===== src/rtl/dffsr_pipe_pkg.sv =====
// Shared defaults, legal parameter ranges and mask resolution for the dffsr_pipe slice.
package dffsr_pipe_pkg;

  localparam int WIDTH_DEF = 8;
  localparam int DEPTH_DEF = 2;
  localparam int WIDTH_MIN = 1;
  localparam int WIDTH_MAX = 64;
  localparam int DEPTH_MIN = 1;
  localparam int DEPTH_MAX = 8;

  // Clear wins over set on any bit where both masks are high.
  function automatic logic [63:0] resolve_mask(input logic [63:0] data,
                                               input logic [63:0] set_bits,
                                               input logic [63:0] clr_bits);
    return (data | set_bits) & ~clr_bits;
  endfunction

endpackage


===== src/rtl/dffsr_pipe_stage.sv =====
// One pipeline stage: WIDTH data flops plus a valid flop, with enable hold and per-bit set/clear.
module dffsr_pipe_stage
  import dffsr_pipe_pkg::*;
#(
  parameter int               WIDTH     = WIDTH_DEF,
  parameter logic [WIDTH-1:0] RESET_VAL = '0
) (
  input  logic             CLK,
  input  logic             RST,
  input  logic             EN,
  input  logic [WIDTH-1:0] d_in,
  input  logic             valid_in,
  input  logic [WIDTH-1:0] set_mask,
  input  logic [WIDTH-1:0] clr_mask,
  output logic [WIDTH-1:0] q,
  output logic             valid_q
);

  logic [WIDTH-1:0] shifted;

  assign shifted = EN ? d_in : q;

  // Masks act on the post-shift value every edge, independent of EN.
  always_ff @(posedge CLK) begin
    if (RST) begin
      q       <= RESET_VAL;
      valid_q <= 1'b0;
    end else begin
      q <= WIDTH'(resolve_mask(64'(shifted), 64'(set_mask), 64'(clr_mask)));
      if (EN) begin
        valid_q <= valid_in;
      end
    end
  end

endmodule


===== src/rtl/dffsr_pipe.sv =====
// DEPTH-stage register pipeline with synchronous per-bit set/clear masks.
// Define DFFSR_PIPE_CONFLICT_EN to add the sticky ERR output for set/clear conflicts.
module dffsr_pipe
  import dffsr_pipe_pkg::*;
#(
  parameter int               WIDTH     = WIDTH_DEF,
  parameter int               DEPTH     = DEPTH_DEF,
  parameter logic [WIDTH-1:0] RESET_VAL = '0
) (
  input  logic             CLK,
  input  logic             RST,
  input  logic             EN,
  input  logic [WIDTH-1:0] D,
  input  logic             VALID_IN,
  input  logic [WIDTH-1:0] SET_MASK,
  input  logic [WIDTH-1:0] CLR_MASK,
  output logic [WIDTH-1:0] Q,
  output logic [WIDTH-1:0] QN,
  output logic             VALID_OUT
`ifdef DFFSR_PIPE_CONFLICT_EN
  ,
  output logic             ERR
`endif
);

  if (WIDTH < WIDTH_MIN || WIDTH > WIDTH_MAX) begin : g_bad_width
    $error("dffsr_pipe: WIDTH %0d outside legal range", WIDTH);
  end
  if (DEPTH < DEPTH_MIN || DEPTH > DEPTH_MAX) begin : g_bad_depth
    $error("dffsr_pipe: DEPTH %0d outside legal range", DEPTH);
  end

  logic [WIDTH-1:0] stage_data  [DEPTH];
  logic             stage_valid [DEPTH];

  for (genvar i = 0; i < DEPTH; i++) begin : g_stage
    logic [WIDTH-1:0] stage_d;
    logic             stage_v;

    if (i == 0) begin : g_head
      assign stage_d = D;
      assign stage_v = VALID_IN;
    end else begin : g_body
      assign stage_d = stage_data[i-1];
      assign stage_v = stage_valid[i-1];
    end

    dffsr_pipe_stage #(
      .WIDTH     (WIDTH),
      .RESET_VAL (RESET_VAL)
    ) u_stage (
      .CLK      (CLK),
      .RST      (RST),
      .EN       (EN),
      .d_in     (stage_d),
      .valid_in (stage_v),
      .set_mask (SET_MASK),
      .clr_mask (CLR_MASK),
      .q        (stage_data[i]),
      .valid_q  (stage_valid[i])
    );
  end

  assign Q         = stage_data[DEPTH-1];
  assign QN        = ~stage_data[DEPTH-1];
  assign VALID_OUT = stage_valid[DEPTH-1];

`ifdef DFFSR_PIPE_CONFLICT_EN
  // Sticky conflict flag; only reset clears it.
  always_ff @(posedge CLK) begin
    if (RST) begin
      ERR <= 1'b0;
    end else if (|(SET_MASK & CLR_MASK)) begin
      ERR <= 1'b1;
    end
  end
`endif

endmodule


===== config.mk =====
export PLATFORM = sky130hd
export DESIGN_NAME = dffsr_pipe
export DESIGN_NICKNAME = d
export VERILOG_FILES = /design/src/rtl/dffsr_pipe_pkg.sv /design/src/rtl/dffsr_pipe_stage.sv /design/src/rtl/dffsr_pipe.sv
export SDC_FILE = /design/constraint.sdc
export NUM_CORES = 1
export LEC_CHECK = 0
export BUFFER_PORTS_ARGS = -buffer_cell sky130_fd_sc_hd__buf_2
export CORE_MARGIN = 1
export CORE_UTILIZATION = 30
export DETAILED_ROUTE_END_ITERATION = 10
export PLACE_DENSITY = 0.55
export SLEW_MARGIN = 20
export SYNTH_ARGS = -nofsm -noshare
export SYNTH_HDL_FRONTEND = slang
export SYNTH_SLANG_ARGS = --single-unit

===== constraint.sdc =====
create_clock -name CLK -period 2.66 [get_ports CLK]
set_input_delay 0.266 -clock CLK [delete_from_list [all_inputs] [get_ports CLK]]
set_output_delay 0.266 -clock CLK [all_outputs]
set_load 0.02 [all_outputs]

==> qor.csv, run 1 <==
stage,metric,value,unit
sta,timing.setup.tns,0,ns
critical_path,path_class,reg2out,
die,die_height,54.1,um
final_layout,area_growth_synth_to_finish,31.8,%
critical_path,worst_setup_path_startpoint,g_stage[1].u_stage.q[4]$_SDFF_PP0_,
global_routing,first_global_vias,576,
synth,synthesis.nets,101,
die,initial_core_util,0.322,
synth,synthesis.area_per_instance,11.1,um^2
die,placementRows,18,
critical_path,worst_ep_required_time,2.39,ns
power,total_leakage_power,0.528,nW
run,maxCapViolCount,0,
sta,final_period_minus_worst_setup_slack,1.12,ns
min_path,hold_path.class,in2reg,
run_status,run_status,finished clean,
critical_path,regToRegEndpoint,g_stage[1].u_stage.q[4]$_SDFF_PP0_,
critical_path,worstPathArrival,0.85,ns
cts,cts_repair_resize_count,0,
drt,viasPerCell,4.41,
critical_path,critPathLaunchType,register,
final_layout,filler_cell_count,275,
drt,drt_pass_1_iters,4,
sta,timing_max_transition_violations_final,0,
power,vdd_ir_drop_max,0.373,mV
global_routing,antenna_found_initial,0,
global_routing,grt_first_pass_wirelength,2.36,mm
sta,slew_at_the_pin_closest_to_its_max_slew_limit,0.484,ns
critical_path,worst_setup_path_end_kind,output pin,
synth,synth_largest_type_area_fraction,0.443,
cts,tritoncts.num_buffers,3,
global_routing,grt-ovfl-total,0,
cts,cts.htree.levels,1,
cts,clk_pin_slew_worst_paths,0.10,ns
drt,wl,1.55,mm
place,place_congestion,0.609,
synth,synth.area.top_cells,"sky130_fd_sc_hd__dfxtp_1 (44%), sky130_fd_sc_hd__mux2_4 (15%), sky130_fd_sc_hd__o21a_1 (15%)",
die,fp.dieArea,2920,um^2
min_path,min_delay_worst_endpoint,g_stage[1].u_stage.q[6]$_SDFF_PP0_,
die,placeableCoreArea,2520,um^2
synth,synth.yosys.seq_area_share,0.443,
synth,post_synthesis_register_bit_count,18,
synth,synth.lib_cells_used.distinct,10,
drt,num_vias,653,
synth,syn_area,813,um^2
synth,synthCells,73,
final_layout,antenna_cells_inserted,0,
critical_path,crit_path_max_fanout,3,
sta,achievable-frequency,896,MHz
die,die_x,54.1,um
sta,finalSetupViolations,0,
synth,post-synth-top-area-cell,sky130_fd_sc_hd__dfxtp_1,
synth,synthesis.yosys.warnings,0,
sta,finalHoldViolations,0,
cts,insertion_delay,0.28,ns
drt,final_antenna_net_count,0,
cts,buffer_type_at_the_clock_tree_root,sky130_fd_sc_hd__clkbuf_4,
critical_path,worstRegToRegCells,2,
final_layout,final_core_utilization,0.425,
sta,max-slew-margin-rel,0.677,
sta,fin_worst_skew,0.00382,ns
synth,synth_enable_flop_cells,0,
drt,drc,0,
critical_path,r2r-start,g_stage[1].u_stage.q[4]$_SDFF_PP0_,
synth,asyncSetResetFlopFracSynth,0,
cts,cts_setup_buffers,0,
synth,yosys-top-cells-count,"sky130_fd_sc_hd__dfxtp_1 (18), sky130_fd_sc_hd__o21a_1 (16), sky130_fd_sc_hd__nor2_1 (10)",
power,powerDensity,519,nW/um^2
die,io_pins,45,
synth,post-synth-top-count-cell,sky130_fd_sc_hd__dfxtp_1,
cts,cts_num_sinks,18,
synth,synth_flop_cell,sky130_fd_sc_hd__dfxtp_1,
min_path,timing.hold.worst.start,SET_MASK[6],
place,dp.final_hpwl,1.20,mm
cts,tritoncts_clock_tree,built,
place,number_of_i_o_port_buffers,44,
critical_path,rrSetupSlack,1.79,ns
global_routing,grtUsageTotal,0.117,
cts,postCtsHoldBufs,0,
sta,rsz0062_at_grt,no,
drt,violation_count_after_the_first_detailed_routing_iteration,3,
final_layout,drive_above_1_share,0.542,
sta,fin_crit_sh,0.420,
power,total_power,0.556,mW
drt,wl_per_cell,10.5,um
cts,clock_tree.buffer_depth,2,
min_path,timing.hold.worst_path_depth,2,
global_routing,grt_start_max_net_pins,19,
final_layout,final_net_count,147,
## placed cells by master (no fill, tap or decap)
master,n
sky130_fd_sc_hd__buf_2,44
sky130_fd_sc_hd__dfxtp_1,18
sky130_fd_sc_hd__o21a_1,16
sky130_fd_sc_hd__nor2_1,10
sky130_fd_sc_hd__inv_1,8
sky130_fd_sc_hd__mux2_4,8
sky130_fd_sc_hd__mux2_2,8
sky130_fd_sc_hd__clkbuf_4,3
sky130_fd_sc_hd__mux2i_1,2
sky130_fd_sc_hd__clkbuf_8,1
## layer usage
metal / global-route usage / vias up / wire, um
met4: 0.0385 / 0 / 10
li1: - / 334 / -
met3: 0.0537 / 2 / 119
met2: 0.210 / 27 / 752
met5: 0 / - / 0
met1: 0.120 / 290 / 668
## sequential cells by signal, indices dropped and copies added (netlist names)
signal                   count
g_stage.u_stage.q           16
g_stage.u_stage.valid_q      2
## area by class of cell
type | count | area, um^2 | share of cell area
Sequential cell | 18 | 360 | 0.336
Multi-Input combinational cell | 44 | 388 | 0.362
Clock buffer | 4 | 36.3 | 0.0338
Inverter | 8 | 30.0 | 0.0280
Tap cell | 30 | 37.5 | 0.0350
Timing Repair Buffer | 44 | 220 | 0.205
## cell families after synthesis
family / synth area share
AO/OA/AOI/OAI: 0.148
buffers and inverters: 0.0800
flip-flops: 0.443
multiplexers: 0.283
AND/OR/NAND/NOR: 0.0462
## through the flow
step           worst slack [ns]  hold WS, ns  cell area (um^2)  cells
5_1_grt                    1.46        0.175              1070    148
3_3_place_gp               1.34        0.473              1040    144
6_report                   1.54        0.198              1070    148
2_1_floorplan              1.58        0.390               813     73
3_5_place_dp               1.31        0.480              1040    144
4_1_cts                    1.52        0.184              1070    148
## power by group
group / switching [mW] / total [mW] / internal, mW
combinational: 0.0476 / 0.102 / 0.0540
sequential: 0.00805 / 0.292 / 0.284
clock: 0.0797 / 0.163 / 0.0833
## critical path, stage by stage (launching register included)
cell	delay, ns
sky130_fd_sc_hd__dfxtp_1	0.37
sky130_fd_sc_hd__inv_1	0.05
sky130_fd_sc_hd__buf_2	0.15
## worst max path at each step
stage / end / slack [ns] / cells after the start
floorplan: g_stage[0].u_stage.q[6]$_SDFF_PP0_ / 1.58 / 4
global placement: g_stage[1].u_stage.q[6]$_SDFF_PP0_ / 1.34 / 3
detailed placement: g_stage[0].u_stage.q[1]$_SDFF_PP0_ / 1.31 / 3
CTS: QN[3] / 1.52 / 2
global route: QN[1] / 1.46 / 2
finish: QN[4] / 1.54 / 2
Note: power is estimated with default switching activity, not from simulation.
==> run 2: changes to the inputs <==
- PLACE_DENSITY: 0.55 -> 0.57
- clock period: 2.66 -> 1 ns (I/O delays scaled with it)
==> run 2 against run 1 <==
Against the previous run:
- clock-buffer cell count unchanged
- hold slack got worse by 0.17 ns
- core utilization increased by 1.3 points
- first-iteration DRC count increased by 33%
- sequential share of layout area decreased by 0.54 points
- die area unchanged
- critical path depth unchanged
- register-to-register slack got worse by 1.7 ns
- largest cell class unchanged
==> qor.csv, run 2 (same netlist as run 1, synthesis figures left out) <==
stage,metric,value,unit,change
run_status,run_status,finished clean,,
critical_path,crit_path_max_fanout,3,,unchanged
global_routing,antenna_found_initial,0,,unchanged
sta,timing.setup.tns,0,ns,unchanged
die,fp.dieArea,2920,um^2,unchanged
global_routing,grt_start_max_net_pins,18,,-1
sta,rsz0062_at_grt,no,,
cts,cts_num_sinks,18,,unchanged
run,maxCapViolCount,0,,unchanged
sta,fin_worst_skew,0.00167,ns,-0.00216 ns
final_layout,largest_register_ffs,16,,unchanged
drt,violation_count_after_the_first_detailed_routing_iteration,4,,+1
cts,cts.htree.levels,1,,unchanged
die,die_height,54.1,um,unchanged
final_layout,largestRegisters,"g_stage.u_stage.q (16), g_stage.u_stage.valid_q (2)",,
cts,tritoncts_clock_tree,built,,
min_path,hold_path.class,in2reg,,
die,die_x,54.1,um,unchanged
die,initial_core_util,0.322,,unchanged
drt,num_vias,661,,+1.2%
cts,buffer_type_at_the_clock_tree_root,sky130_fd_sc_hd__clkbuf_4,,
drt,final_antenna_net_count,0,,unchanged
critical_path,critPathLaunchType,register,,
final_layout,drive_above_1_share,0.583,,+0.0410
die,placementRows,18,,unchanged
drt,viasPerCell,4.41,,-0.12%
power,total_leakage_power,0.543,nW,+3.0%
sta,achievable-frequency,1050,MHz,
final_layout,final_cells,150,,+1.4%
critical_path,worst_ep_required_time,0.90,ns,-1.49 ns
sta,timing_max_transition_violations_final,0,,unchanged
drt,wl_per_cell,9.86,um,-5.9%
final_layout,largest-register,g_stage.u_stage.q,,
sta,slew_at_the_pin_closest_to_its_max_slew_limit,0.206,ns,-0.278 ns
cts,insertion_delay,0.29,ns,about the same
final_layout,layout.area.seq,365,um^2,+1.4%
cts,postCtsHoldBufs,0,,unchanged
sta,finalHoldViolations,0,,unchanged
place,number_of_i_o_port_buffers,44,,unchanged
sta,final_period_minus_worst_setup_slack,0.949,ns,
final_layout,filler_cell_count,265,,-3.6%
final_layout,multi_input_area,388,um^2,unchanged
global_routing,grt-ovfl-total,0,,unchanged
global_routing,first_global_vias,527,,-8.5%
cts,clk_pin_slew_worst_paths,0.10,ns,about the same
die,io_pins,45,,unchanged
critical_path,worstPathArrival,0.85,ns,about the same
cts,tritoncts.num_buffers,3,,unchanged
sta,finalSetupViolations,0,,unchanged
sta,fin_crit_sh,0.949,,
power,powerDensity,1360,nW/um^2,+160%
die,placeableCoreArea,2520,um^2,unchanged
place,place_congestion,0.617,,+1.4%
power,vdd_ir_drop_max,0.729,mV,+95%
cts,clock_tree.buffer_depth,2,,unchanged
drt,drc,0,,unchanged
critical_path,worst_setup_path_end_kind,output pin,,
drt,drt_pass_1_iters,2,,-2
drt,wl,1.48,mm,-4.6%
final_layout,final_common_cell,sky130_fd_sc_hd__buf_2,,
critical_path,path_class,reg2out,,
final_layout,area_growth_synth_to_finish,35.8,%,
sta,max-slew-margin-rel,0.862,,+0.185
global_routing,grt_first_pass_wirelength,2.10,mm,-11%
global_routing,grtUsageTotal,0.105,,-0.0122
final_layout,final_net_count,149,,+1.4%
final_layout,antenna_cells_inserted,0,,unchanged
place,dp.final_hpwl,1.14,mm,-5.6%
place,dp_cells,146,,+1.4%
final_layout,mostFrequentLayoutCells,"sky130_fd_sc_hd__buf_2 (44), sky130_fd_sc_hd__o21a_1 (16), sky130_fd_sc_hd__dfxtp_1 (14), sky130_fd_sc_hd__nor2_1 (10)",,
run 2: changes by cell type in the layout (fill, tap and decap cells not counted):
| cell | change |
|---|---|
| sky130_fd_sc_hd__buf_4 | +1 |
| sky130_fd_sc_hd__dfxtp_2 | +4 |
| sky130_fd_sc_hd__buf_12 | +1 |
| sky130_fd_sc_hd__dfxtp_1 | -4 |
run 2: cell type report:
type                    instances  area share
multi-input cells              44       0.351
well taps                      30      0.0340
clock buffers                   4      0.0328
inverters                       8      0.0272
repair buffers                 46       0.224
flip-flops and latches         18       0.331
run 2: through the flow:
stage | util | area [um^2] | worst slack (ns) | hold WS [ns] | power, mW
2_1_floorplan | - | 813 | 0.0863 | 0.224 | 0.972
3_3_place_gp | 0.422 | 1060 | 0.0234 | 0.323 | 1.07
3_5_place_dp | 0.422 | 1060 | 0.0125 | 0.326 | 1.07
4_1_cts | 0.436 | 1100 | 0.0333 | 0.0161 | 1.52
5_1_grt | 0.438 | 1100 | 0.0106 | 0.0144 | 1.58
6_report | 0.438 | 1100 | 0.0515 | 0.0280 | 1.50
run 2: metal layers:
layer,global-route usage,part of all wire
met3,0.0339,0.078
met1,0.120,0.42
met4,0.0641,0.0095
met2,0.169,0.49
met5,0,0
run 2: worst paths after layout:
| kind | start | to | slack [ns] | depth (start not counted) |
|---|---|---|---|---|
| max | g_stage[1].u_stage.q[1]$_SDFF_PP0_ | QN[1] | 0.05 | 2 |
| min | SET_MASK[1] | g_stage[1].u_stage.q[1]$_SDFF_PP0_ | 0.03 | 2 |
| max reg2reg | g_stage[1].u_stage.q[0]$_SDFF_PP0_ | g_stage[1].u_stage.q[0]$_SDFF_PP0_ | 0.14 | 2 |
| min reg2reg | g_stage[1].u_stage.valid_q$_SDFFE_PP0P_ | g_stage[1].u_stage.valid_q$_SDFFE_PP0P_ | 0.51 | 2 |
run 2: where the power goes:
group,internal [mW],switching [mW]
Sequential,0.756,0.0204
Clock,0.222,0.222
Combinational,0.154,0.126
Total,1.13,0.369
run 2: timing repair:
action / CTS / global route
gates resized for setup: 0 / 4
endpoints found under the setup margin: 0 / 5
setup buffers: 0 / 0
run 2: critical path, stage by stage, from the launching register on:
cell	delay (ns)
sky130_fd_sc_hd__dfxtp_1	0.37
sky130_fd_sc_hd__inv_1	0.04
sky130_fd_sc_hd__buf_2	0.15
==> run 3: changes to the inputs <==
- CTS_BUF_LIST: unset -> sky130_fd_sc_hd__clkbuf_16
- CTS_CLUSTER_DIAMETER: unset -> 200
- SETUP_SLACK_MARGIN: unset -> 0.3
==> run 3 against run 2 <==
Against the previous run:
- routed wire length up 16%
- total power increased by 28%
- clock power up 81%
- die area did not move
- register-to-register slack is essentially flat
- global-route usage increased by 2.2 points
- final cell count down 0.67%
- critical path depth stayed put
- largest cell class unchanged
==> qor.csv, run 3 (same netlist as run 1, synthesis figures left out) <==
stage,metric,value,unit,change
run_status,run_status,finished clean,,
drt,viasPerCell,4.50,,+2.2%
drt,final_antenna_net_count,0,,unchanged
sta,final_period_minus_worst_setup_slack,0.862,ns,-0.0867 ns
sta,finalSetupViolations,0,,unchanged
final_layout,layout.area.seq,383,um^2,+4.8%
global_routing,antenna_found_initial,0,,unchanged
cts,clk_pin_slew_worst_paths,0.05,ns,-0.05 ns
die,die_height,54.1,um,unchanged
global_routing,grt_first_pass_wirelength,2.55,mm,+22%
drt,drc,0,,unchanged
cts,insertion_delay,0.25,ns,-0.04 ns
run,maxCapViolCount,0,,unchanged
power,powerDensity,1520,nW/um^2,+12%
min_path,timing.hold.worst_path_depth,2,,unchanged
final_layout,filler_cell_count,235,,-11%
critical_path,worst_setup_path_end_kind,register,,
global_routing,grt-ovfl-total,0,,unchanged
power,share_seq_of_total_power,0.410,,-0.108
sta,slew_at_the_pin_closest_to_its_max_slew_limit,0.220,ns,+0.0131 ns
drt,wl_per_cell,11.5,um,+16%
critical_path,worst_ep_required_time,1.14,ns,+0.24 ns
cts,cts_num_sinks,18,,unchanged
power,power.share.combinational,0.171,,-0.015
cts,tritoncts.num_buffers,3,,unchanged
power,power.share.clock,0.419,,+0.123
sta,rsz0062_at_grt,yes,,
cts,cts_setup_buffers,0,,unchanged
sta,timing.setup.tns,0,ns,unchanged
sta,max-slew-margin-rel,0.854,,-0.00873
critical_path,worstPathArrival,1.00,ns,+0.15 ns
final_layout,antenna_cells_inserted,0,,unchanged
power,vdd_ir_drop_max,0.928,mV,+27%
place,place_congestion,0.743,,+20%
critical_path,crit_path_max_fanout,3,,unchanged
final_layout,largest_register_ffs,16,,unchanged
critical_path,worstRegToRegCells,2,,unchanged
global_routing,grtUsageTotal,0.127,,+0.0223
critical_path,critPathLaunchType,register,,
final_layout,area_growth_synth_to_finish,54.8,%,
die,placeableCoreArea,2520,um^2,unchanged
critical_path,regToRegEndpoint,g_stage[1].u_stage.q[5]$_SDFF_PP0_,,
cts,buffer_type_at_the_clock_tree_root,sky130_fd_sc_hd__clkbuf_16,,
die,die_x,54.1,um,unchanged
die,initial_core_util,0.322,,unchanged
sta,fin_crit_sh,0.862,,-0.0867
cts,postCtsHoldBufs,0,,unchanged
die,fp.dieArea,2920,um^2,unchanged
sta,achievable-frequency,1160,MHz,+10%
critical_path,path_class,reg2reg,,
power,total_power,1.92,mW,+28%
min_path,hold_path.class,in2reg,,
drt,wl,1.71,mm,+16%
drt,num_vias,671,,+1.5%
global_routing,first_global_vias,632,,+20%
power,switchingPower,0.432,mW,+17%
cts,cts.htree.levels,1,,unchanged
final_layout,drive_above_1_share,0.723,,+0.139
die,io_pins,45,,unchanged
final_layout,mostFrequentLayoutCells,"sky130_fd_sc_hd__buf_2 (29), sky130_fd_sc_hd__o21a_1 (16), sky130_fd_sc_hd__dfxtp_2 (15), sky130_fd_sc_hd__mux2_4 (14), sky130_fd_sc_hd__buf_6 (11)",,
critical_path,cpMaxStageDelayCell,sky130_fd_sc_hd__dfxtp_2,,
final_layout,final_net_count,148,,-0.67%
min_path,min_delay_worst_endpoint,g_stage[0].u_stage.q[1]$_SDFF_PP0_,,
power,internal_power,1.49,mW,+31%
min_path,timing.hold.worst.start,SET_MASK[1],,
final_layout,largest-register,g_stage.u_stage.q,,
sta,timing_max_transition_violations_final,0,,unchanged
drt,drt_pass_1_iters,1,,-1
drt,violation_count_after_the_first_detailed_routing_iteration,0,,-4
sta,finalHoldViolations,0,,unchanged
critical_path,rrSetupSlack,0.14,ns,about the same
cts,clock_tree.buffer_depth,2,,unchanged
die,placementRows,18,,unchanged
power,sw_frac_of_total,0.225,,-0.0204
final_layout,multi_input_area,410,um^2,+5.8%
final_layout,final_common_cell,sky130_fd_sc_hd__buf_2,,
sta,fin_worst_skew,0.00282,ns,+0.00115 ns
final_layout,largestRegisters,"g_stage.u_stage.q (16), g_stage.u_stage.valid_q (2)",,
critical_path,r2r-start,g_stage[1].u_stage.q[5]$_SDFF_PP0_,,
power,total_leakage_power,0.611,nW,+12%
place,dp.final_hpwl,1.22,mm,+7.2%
critical_path,maximum_single_stage_delay_on_the_critical_path,0.33,ns,-0.04 ns
place,number_of_i_o_port_buffers,44,,unchanged
critical_path,critical_path.cell_chain,mux2_4 -> o21a_1,,
global_routing,grt_start_max_net_pins,19,,+1
cts,tritoncts_clock_tree,built,,
## run 3: critical path, delay by kind of cell, from the launching register on
kind,cells,cell delay [ns]
compound gates,1,0.16
flops,1,0.33
mux,1,0.26
## run 3: power by group through the flow
| stage | Combinational, mW | Clock, mW | Sequential (mW) |
|---|---|---|---|
| 2_1_floorplan | 0.165 | 0 | 0.811 |
| 3_3_place_gp | 0.278 | 0 | 0.791 |
| 3_5_place_dp | 0.281 | 0 | 0.793 |
| 4_1_cts | 0.321 | 0.820 | 0.784 |
| 5_1_grt | 0.355 | 0.847 | 0.791 |
| 6_report | 0.328 | 0.802 | 0.786 |
## run 3: worst max path at each step
stage / slack, ns / end / start / cells after the start
floorplan: 0.09 / g_stage[1].u_stage.q[0]$_SDFF_PP0_ / g_stage[1].u_stage.q[0]$_SDFF_PP0_ / 2
global placement: 0.008 / g_stage[0].u_stage.q[3]$_SDFF_PP0_ / EN / 4
detailed placement: 0.006 / g_stage[1].u_stage.q[7]$_SDFF_PP0_ / EN / 4
CTS: 0.14 / g_stage[1].u_stage.q[2]$_SDFF_PP0_ / g_stage[1].u_stage.q[2]$_SDFF_PP0_ / 2
global route: 0.12 / g_stage[1].u_stage.q[5]$_SDFF_PP0_ / g_stage[1].u_stage.q[5]$_SDFF_PP0_ / 2
finish: 0.14 / g_stage[1].u_stage.q[5]$_SDFF_PP0_ / g_stage[1].u_stage.q[5]$_SDFF_PP0_ / 2
## run 3: layout make-up
cell class,count,area share
clock inverters,1,0.00298
flip-flops and latches,18,0.304
clock buffers,3,0.0596
well taps,30,0.0298
repair buffers,45,0.253
inverters,8,0.0239
multi-input cells,44,0.326
## run 3: layer usage
| metal | vias up | share of wire | global-route usage | routed length (um) |
|---|---|---|---|---|
| met5 | - | 0 | 0 | 0 |
| met4 | 0 | 0.032 | 0.0940 | 54 |
| met2 | 29 | 0.50 | 0.216 | 861 |
| met1 | 295 | 0.40 | 0.132 | 678 |
| li1 | 341 | - | - | - |
| met3 | 6 | 0.067 | 0.0367 | 115 |
## run 3: what timing repair did
action                     4_1_cts  5_1_grt
hold endpoints to repair         0        0
pin swaps                        3        7
setup endpoints to repair       33       34
resized for setup               39       14
## run 3: through the flow
step / instances / setup WS, ns / cell area (um^2) / utilization / hold WS, ns
6_report: 149 / 0.138 / 1260 / 0.499 / 0.0635
5_1_grt: 149 / 0.120 / 1260 / 0.499 / 0.0653
4_1_cts: 149 / 0.142 / 1230 / 0.489 / 0.0647
3_5_place_dp: 145 / 0.00628 / 1060 / 0.420 / 0.331
3_3_place_gp: 145 / 0.00760 / 1060 / 0.420 / 0.327
2_1_floorplan: 73 / 0.0920 / 825 / - / 0.224
